## config.mk

```make
export PLATFORM = sky130hd
export DESIGN_NAME = rn_rat
export DESIGN_NICKNAME = d
export VERILOG_FILES = /design/src/rtl/rn_rat.sv
export SDC_FILE = /design/constraint.sdc
export NUM_CORES = 1
export LEC_CHECK = 0
export CAP_MARGIN = 20
export CORE_MARGIN = 5
export CORE_UTILIZATION = 27
export CTS_CLUSTER_DIAMETER = 150
export CTS_CLUSTER_SIZE = 24
export DETAILED_ROUTE_END_ITERATION = 7
export PLACE_DENSITY_LB_ADDON = 0.2
export SLEW_MARGIN = 5
export SYNTH_ARGS = -nofsm -noshare
export SYNTH_HDL_FRONTEND = slang
export SYNTH_SLANG_ARGS = --single-unit
```

## constraint.sdc

```tcl
create_clock -name clk -period 3.2 [get_ports clk]
set_clock_uncertainty 0.05 [all_clocks]
set_input_delay 0.48 -clock clk [delete_from_list [all_inputs] [get_ports clk]]
set_output_delay 0.48 -clock clk [all_outputs]
set_load 0.01 [all_outputs]
```

## src/rtl/rn_rat.sv

```systemverilog
// Register alias table for the rename stage: speculative map (sRAT) for lookups,
// architectural map (aRAT) updated at commit, and a registered handshake toward dispatch.
`ifndef NCPU_PRF_AW
`define NCPU_PRF_AW 6
`endif

module rn_rat #(
    parameter int CONFIG_P_ISSUE_WIDTH  = 1,
    parameter int CONFIG_P_COMMIT_WIDTH = 1,
    localparam int IW  = 1 << CONFIG_P_ISSUE_WIDTH,
    localparam int CW  = 1 << CONFIG_P_COMMIT_WIDTH,
    localparam int AW  = `NCPU_PRF_AW,
    localparam int LW  = 5,
    localparam int NLR = 1 << LW
) (
    input  logic             clk,
    input  logic             rst,
    input  logic [IW-1:0]    id_valid,
    output logic             id_ready,
    input  logic [IW*LW-1:0] id_lrs1,
    input  logic [IW*LW-1:0] id_lrs2,
    input  logic [IW*LW-1:0] id_lrd,
    input  logic [IW-1:0]    id_lrd_we,
    input  logic [IW*AW-1:0] fl_prd,
    input  logic             fl_stall_req,
    output logic [IW-1:0]    fl_lrd_we,
    output logic [IW-1:0]    fl_pop,
    input  logic             rollback,
    input  logic [CW-1:0]    cmt_fire,
    input  logic [CW-1:0]    cmt_prd_we,
    input  logic [CW*LW-1:0] cmt_lrd,
    input  logic [CW*AW-1:0] cmt_prd,
    output logic [IW-1:0]    rn_valid,
    input  logic             rn_ready,
    output logic [IW*AW-1:0] rn_prs1,
    output logic [IW*AW-1:0] rn_prs2,
    output logic [IW*AW-1:0] rn_prd,
    output logic [IW*AW-1:0] rn_pfree,
    output logic [IW-1:0]    rn_prd_we
);

    generate
        if (IW != 2) begin : g_bad_iw
            $fatal(1, "rn_rat: only an issue width of 2 is supported");
        end
    endgenerate

    logic [AW-1:0]    srat_q [NLR];
    logic [AW-1:0]    arat_q [NLR];

    logic [IW-1:0]    we;
    logic             fire;
    logic [IW*AW-1:0] prs1_d;
    logic [IW*AW-1:0] prs2_d;
    logic [IW*AW-1:0] prd_d;
    logic [IW*AW-1:0] pfree_d;

    // LR0 is pinned to PR0, so a write to it never allocates.
    always_comb begin
        we = '0;
        for (int j = 0; j < IW; j++) begin
            we[j] = id_valid[j] & id_lrd_we[j] & (id_lrd[j*LW +: LW] != '0);
        end
    end

    assign fl_lrd_we = we;
    assign id_ready  = (~|rn_valid | rn_ready) & ~fl_stall_req & ~rollback;
    assign fire      = |id_valid & id_ready;
    assign fl_pop    = we & {IW{fire}};

    // Younger slots see the PRs allocated by older slots of the same group.
    always_comb begin
        // NOTE: every variable gets a default before the loop so no path leaves it unassigned (no latch).
        prs1_d  = '0;
        prs2_d  = '0;
        prd_d   = '0;
        pfree_d = '0;
        for (int j = 0; j < IW; j++) begin
            prs1_d[j*AW +: AW]  = srat_q[id_lrs1[j*LW +: LW]];
            prs2_d[j*AW +: AW]  = srat_q[id_lrs2[j*LW +: LW]];
            pfree_d[j*AW +: AW] = srat_q[id_lrd[j*LW +: LW]];
            for (int k = 0; k < j; k++) begin
                if (we[k] && id_lrd[k*LW +: LW] == id_lrs1[j*LW +: LW])
                    prs1_d[j*AW +: AW] = fl_prd[k*AW +: AW];
                if (we[k] && id_lrd[k*LW +: LW] == id_lrs2[j*LW +: LW])
                    prs2_d[j*AW +: AW] = fl_prd[k*AW +: AW];
                if (we[k] && id_lrd[k*LW +: LW] == id_lrd[j*LW +: LW])
                    pfree_d[j*AW +: AW] = fl_prd[k*AW +: AW];
            end
            if (!we[j])
                pfree_d[j*AW +: AW] = '0;
            prd_d[j*AW +: AW] = we[j] ? fl_prd[j*AW +: AW] : '0;
        end
    end

    // Rollback copies the aRAT as registered, so same-cycle commits are not seen.
    always_ff @(posedge clk) begin
        if (rst) begin
            // NOTE: both tables are reset because every LR must map to PR0 out of reset.
            for (int i = 0; i < NLR; i++) begin
                srat_q[i] <= '0;
                arat_q[i] <= '0;
            end
        end else begin
            if (rollback) begin
                for (int i = 0; i < NLR; i++)
                    srat_q[i] <= arat_q[i];
            end else if (fire) begin
                // NOTE: non-blocking writes in slot order; the last one scheduled wins, so the younger slot has priority.
                for (int j = 0; j < IW; j++) begin
                    if (we[j])
                        srat_q[id_lrd[j*LW +: LW]] <= fl_prd[j*AW +: AW];
                end
            end
            for (int j = 0; j < CW; j++) begin
                if (cmt_fire[j] && cmt_prd_we[j] && cmt_lrd[j*LW +: LW] != '0)
                    arat_q[cmt_lrd[j*LW +: LW]] <= cmt_prd[j*AW +: AW];
            end
        end
    end

    always_ff @(posedge clk) begin
        if (rst) begin
            rn_valid  <= '0;
            rn_prs1   <= '0;
            rn_prs2   <= '0;
            rn_prd    <= '0;
            rn_pfree  <= '0;
            rn_prd_we <= '0;
        end else if (rollback) begin
            rn_valid <= '0;
        end else if (fire) begin
            rn_valid  <= id_valid;
            rn_prs1   <= prs1_d;
            rn_prs2   <= prs2_d;
            rn_prd    <= prd_d;
            rn_pfree  <= pfree_d;
            rn_prd_we <= we;
        end else if (rn_ready) begin
            rn_valid <= '0;
        end
    end

endmodule

```

* Word level (Yosys, flattened, before mapping)
Memory sizes are Yosys's and may differ from the RTL's. A register that Yosys moved wholly into a read port is not among the register bits. Index checks and enable logic that the tools add are counted.
Word-level totals: output and inout bits 57, input port bits 77, register bits 28, logic and storage cells 141, memories kept 2, memory bits (writable) 384
Cells by class: bitwise logic cells 43, reduce and logical (&&, ||, !) cells 19, equality and inequality tests 1, mux-type cells 72
Memories:
- arat_q | words 32, bits a word 6, rd ports 32, clocked after Yosys merged registers in 0, write ports 32, line 49 | logic [AW-1:0] arat_q [NLR];
- srat_q | words 32, bits a word 6, rd ports 6, clocked after Yosys merged registers in 4, write ports 32, line 48 | logic [AW-1:0] srat_q [NLR];
Operator list (count):
- $mux 6 | 41
- $or 1x1->1 | 33
- $mux 1 | 25
- $reduce_or 6->1 | 4
- $mux 5 | 4
- $reduce_bool 5->1 | 4
- $and 1x1->1 | 7
- $reduce_or 2->1 | 3
- $eq 5x5->1 | 1
- $logic_and 1x1->1 | 5
- $mux 2 | 2
- $and 2x2->2 | 1
- $not 1->1 | 2
- $reduce_and 2->1 | 1
- $reduce_bool 2->1 | 1
- $logic_not 1->1 | 1

* Longest topological paths before layout
word-level depth 12, mapped depth 9, gate-level depth less buffers 6

* Worst setup path before layout
OpenSTA, ideal clock, no wires.
path type input to register, start input id_lrd[9], end memory srat_q[19][0] in the netlist's numbering (enable), buffers on the path 2, data arrival time 2033 ps, path slack 790 ps, library setup time 326 ps, stages 5, required time 2824 ps, path through clkbuf_1 > nor3b_1 > nand4_1 > clkbuf_1 > nand3_1
RTL lines:
- start, declared | line 22 | input logic [IW*LW-1:0] id_lrd,
- end, declared | line 48

* Final worst setup path
start input id_lrd[3], end output fl_pop[0]
On the way: longest elaborated chain between the ends 3
Ends and longest elaborated chain:
- $reduce_bool 5->1 | line 62 | we[j] = id_valid[j] & id_lrd_we[j] & (id_lrd[j*LW +: LW] != '0);
- $and 1x1->1 | line 62
- $and 2x2->2 | line 69 | assign fl_pop = we & {IW{fire}};
- end, declared | line 27 | output logic [IW-1:0] fl_pop,
Every way passes these cells.

==> impl_metrics.ini <==
[critical_path]
end_kind = output pin
crit_path_cell_trace = clkdlybuf4s50_1 > nor3_1 > a21oi_1 > buf_4 > and2_1 > clkdlybuf4s50_1
rrSetupSlack_ns = 0.65
setup.worst_path.class = input pin to output pin
cpMaxStageDelayCell = clkdlybuf4s50_1
cp_common_cell = clkdlybuf4s50_1
critical_path.max_fanout = 9
critPathRequiredTime_ns = 2.67
start_kind = input pin
max_stage_delay_ns = 0.62
arrival_ns = 2.50

[yosys]
synth_top_family_by_area = multiplexers
synth_xor_area_share_pct = 0.433
ys_seq_area_share_pct = 41.4
synth_area_per_cell_sq_um = 11.8
synthSimpleGateAreaFrac_pct = 12.8
synth_compound_area_share_pct = 15.4
netlist_instances = 2583
yosysUniqueCellTypes = 60
ys_warn_count = 0
syn_area_sq_um = 30400
muxShareOfSynthArea_pct = 25.9
synth.ff_latch_count = 436
synth_edf_count = 384
synth_ff_type = edfxtp_1
synthAdderAreaFrac_pct = 0
synthArstFlopShare_pct = 0

[sta]
setup_slack_ns = 0.171
clock.fmax_mhz = 330
fin_tns_setup_ns = 0
timing.final.hold_violations = 0
relSlewSlack_pct = 44.4
rsz0062_at_grt = no
tightestPinTransition_ns = 0.825
fin_crit_sh_pct = 94.7
period_needed_ns = 3.03
maxSlewViolCount = 0
setup_violations = 0
whs_ns = 0.411

[flow_run]
cap_violations = 0

[grt]
grt_max_degree = 113
grt_pass1_wl_microns = 207000
grtUsageTotal_pct = 24.2
grt-ovfl-total = 0
grt_pass1_vias = 24400
antenna_found_initial = 7

[cts]
numCtsBuffers = 23
ctsResizeCount = 0
clk_pin_slew_worst_paths_ns = 0.09
cts.sinks = 436
cts_max_path_buffers = 3
cts_root_buf = clkbuf_16
hold_buffers = 0
cts_setup_buffers = 0
h-tree-depth = 1
insertion_delay_ns = 0.61
cts_tree = done

[floorplanning]
ioPinCount = 134
dieWidth_microns = 345
chipHeight_microns = 345
core_sq_um = 112000
start_util_pct = 27.1
die_area_sq_um = 119000
num_rows = 123

[power_and_ir_drop]
power_mw = 13.7
p_leak_nw = 12.3
p_per_area_nw_per_um2 = 386
ir_drop_mv = 0.382

[placement]
dp_cells = 4197
dpl-instance-area_sq_um = 34800
dp_slack_ns = 0.0173
place.gp.congestion = 0.979
port_buffers = 133
place_hpwl_microns = 111000

[layout]
n_antenna_cell = 0
post-route-util_pct = 31.7
layout.cells.non_filler = 4239
area_growth_pct = 17.0
stdcell_area_sq_um = 35500
layout-drive-gt1-share_pct = 24.9
final_nets = 2800

[routing]
wirelength_microns = 151000
detail_route.vias_per_cell = 6.07
dr.pass1.iters = 6
vias = 25700
drc = 0
detail-route-antenna-nets = 0
drt_iter0_drc = 3617
wire_per_inst_microns = 35.5

[status]
run_status = complete, no violations

[worst_hold_path]
hp-class = flip-flop to flip-flop
## state kept, by name, summed over array words and instances (netlist names)
name / flops
arat_q: 192
rn_valid: 2
rn_prd: 12
rn_prs1: 12
rn_pfree: 12
rn_prs2: 12
srat_q: 192
rn_prd_we: 2
## cell type report
class | count | area [sq um]
repair buffers | 403 | 3760
flip-flops and latches | 436 | 12600
multi-input cells | 1854 | 16600
fillers | 11300 | 76500
clock buffers | 36 | 624
well taps | 1500 | 1880
inverters | 5 | 18.8
clock inverters | 5 | 50.0
## cells in the final DEF, fill, tap and decap left out, types with 14 or more instances in the layout
cell	Yosys	routed
mux4_2	287	287
or3_1	39	39
a21oi_1	105	105
mux2_2	36	36
o21ai_1	34	34
nand3b_1	34	34
o22ai_1	20	20
nor3_1	39	38
buf_2	63	14
nor2b_1	72	71
nand3_1	60	60
o21ai_0	67	67
a22oi_1	152	152
clkbuf_16	0	23
buf_12	0	37
a211oi_1	15	15
nor2_1	227	226
a22o_1	204	204
mux2i_1	100	100
edfxtp_1	384	384
dfxtp_1	52	52
clkdlybuf4s50_1	0	114
buf_4	3	237
nand2_1	149	149
a31oi_1	28	28
nand4_1	31	31
## report_power, final
| group | total, mW | internal, mW | switching [mW] |
|---|---|---|---|
| logic | 3.08 | 1.34 | 1.74 |
| clock network | 3.39 | 1.39 | 2.00 |
| registers | 7.24 | 6.57 | 0.674 |
| total | 13.7 | 9.29 | 4.41 |
## worst max-delay path, delay by kind of cell
kind | cells | cell delay (ns)
AOI/OAI and AO/OA | 1 | 0.13
and+or+nand+nor | 2 | 0.56
buffers and inverters | 3 | 1.31
## worst paths after layout
check | end | from | cells past startpoint
worst max-delay path | fl_pop[0] | id_lrd[3] | 6
worst min-delay path | rn_prd_we[0]$_SDFFE_PP0P_ | rn_prd_we[0]$_SDFFE_PP0P_ | 1
worst max register to register | srat_q[24][4]$_DFFE_PP_ | rn_valid[1]$_SDFFE_PP0P_ | 6
worst min register to register | rn_prd_we[0]$_SDFFE_PP0P_ | rn_prd_we[0]$_SDFFE_PP0P_ | 1
## cell usage after synthesis, drive strengths merged (60+ instances only)
cell	count	area (sq um)
nand2	149	559
o21ai	101	505
a22o	204	1790
nand3	60	300
nor2b	72	450
a22oi	152	1140
mux2i	100	1000
buf	86	424
clkbuf	207	777
mux4	287	6460
a21oi	105	526
edfxtp	384	11500
nor2	236	913
## logic make-up (layout without fill, tap and decap cells)
kind of cell	after synthesis	count (layout)
flops	436	436
simple gates	749	749
other cells	1	6
compound gates	661	661
mux	423	423
xor+xnor	15	15
buf+inv	298	449
## layer usage
metal	share of wire [%]	up-vias	wire (microns)	GRT usage, %
li1	-	10700	-	-
met1	43	13200	64500	34.4
met2	43	1614	65100	36.5
met3	8.8	270	13200	4.40
met4	5.2	0	7760	10.0
met5	0	-	0	0
Power figures use the tool's default switching activity.
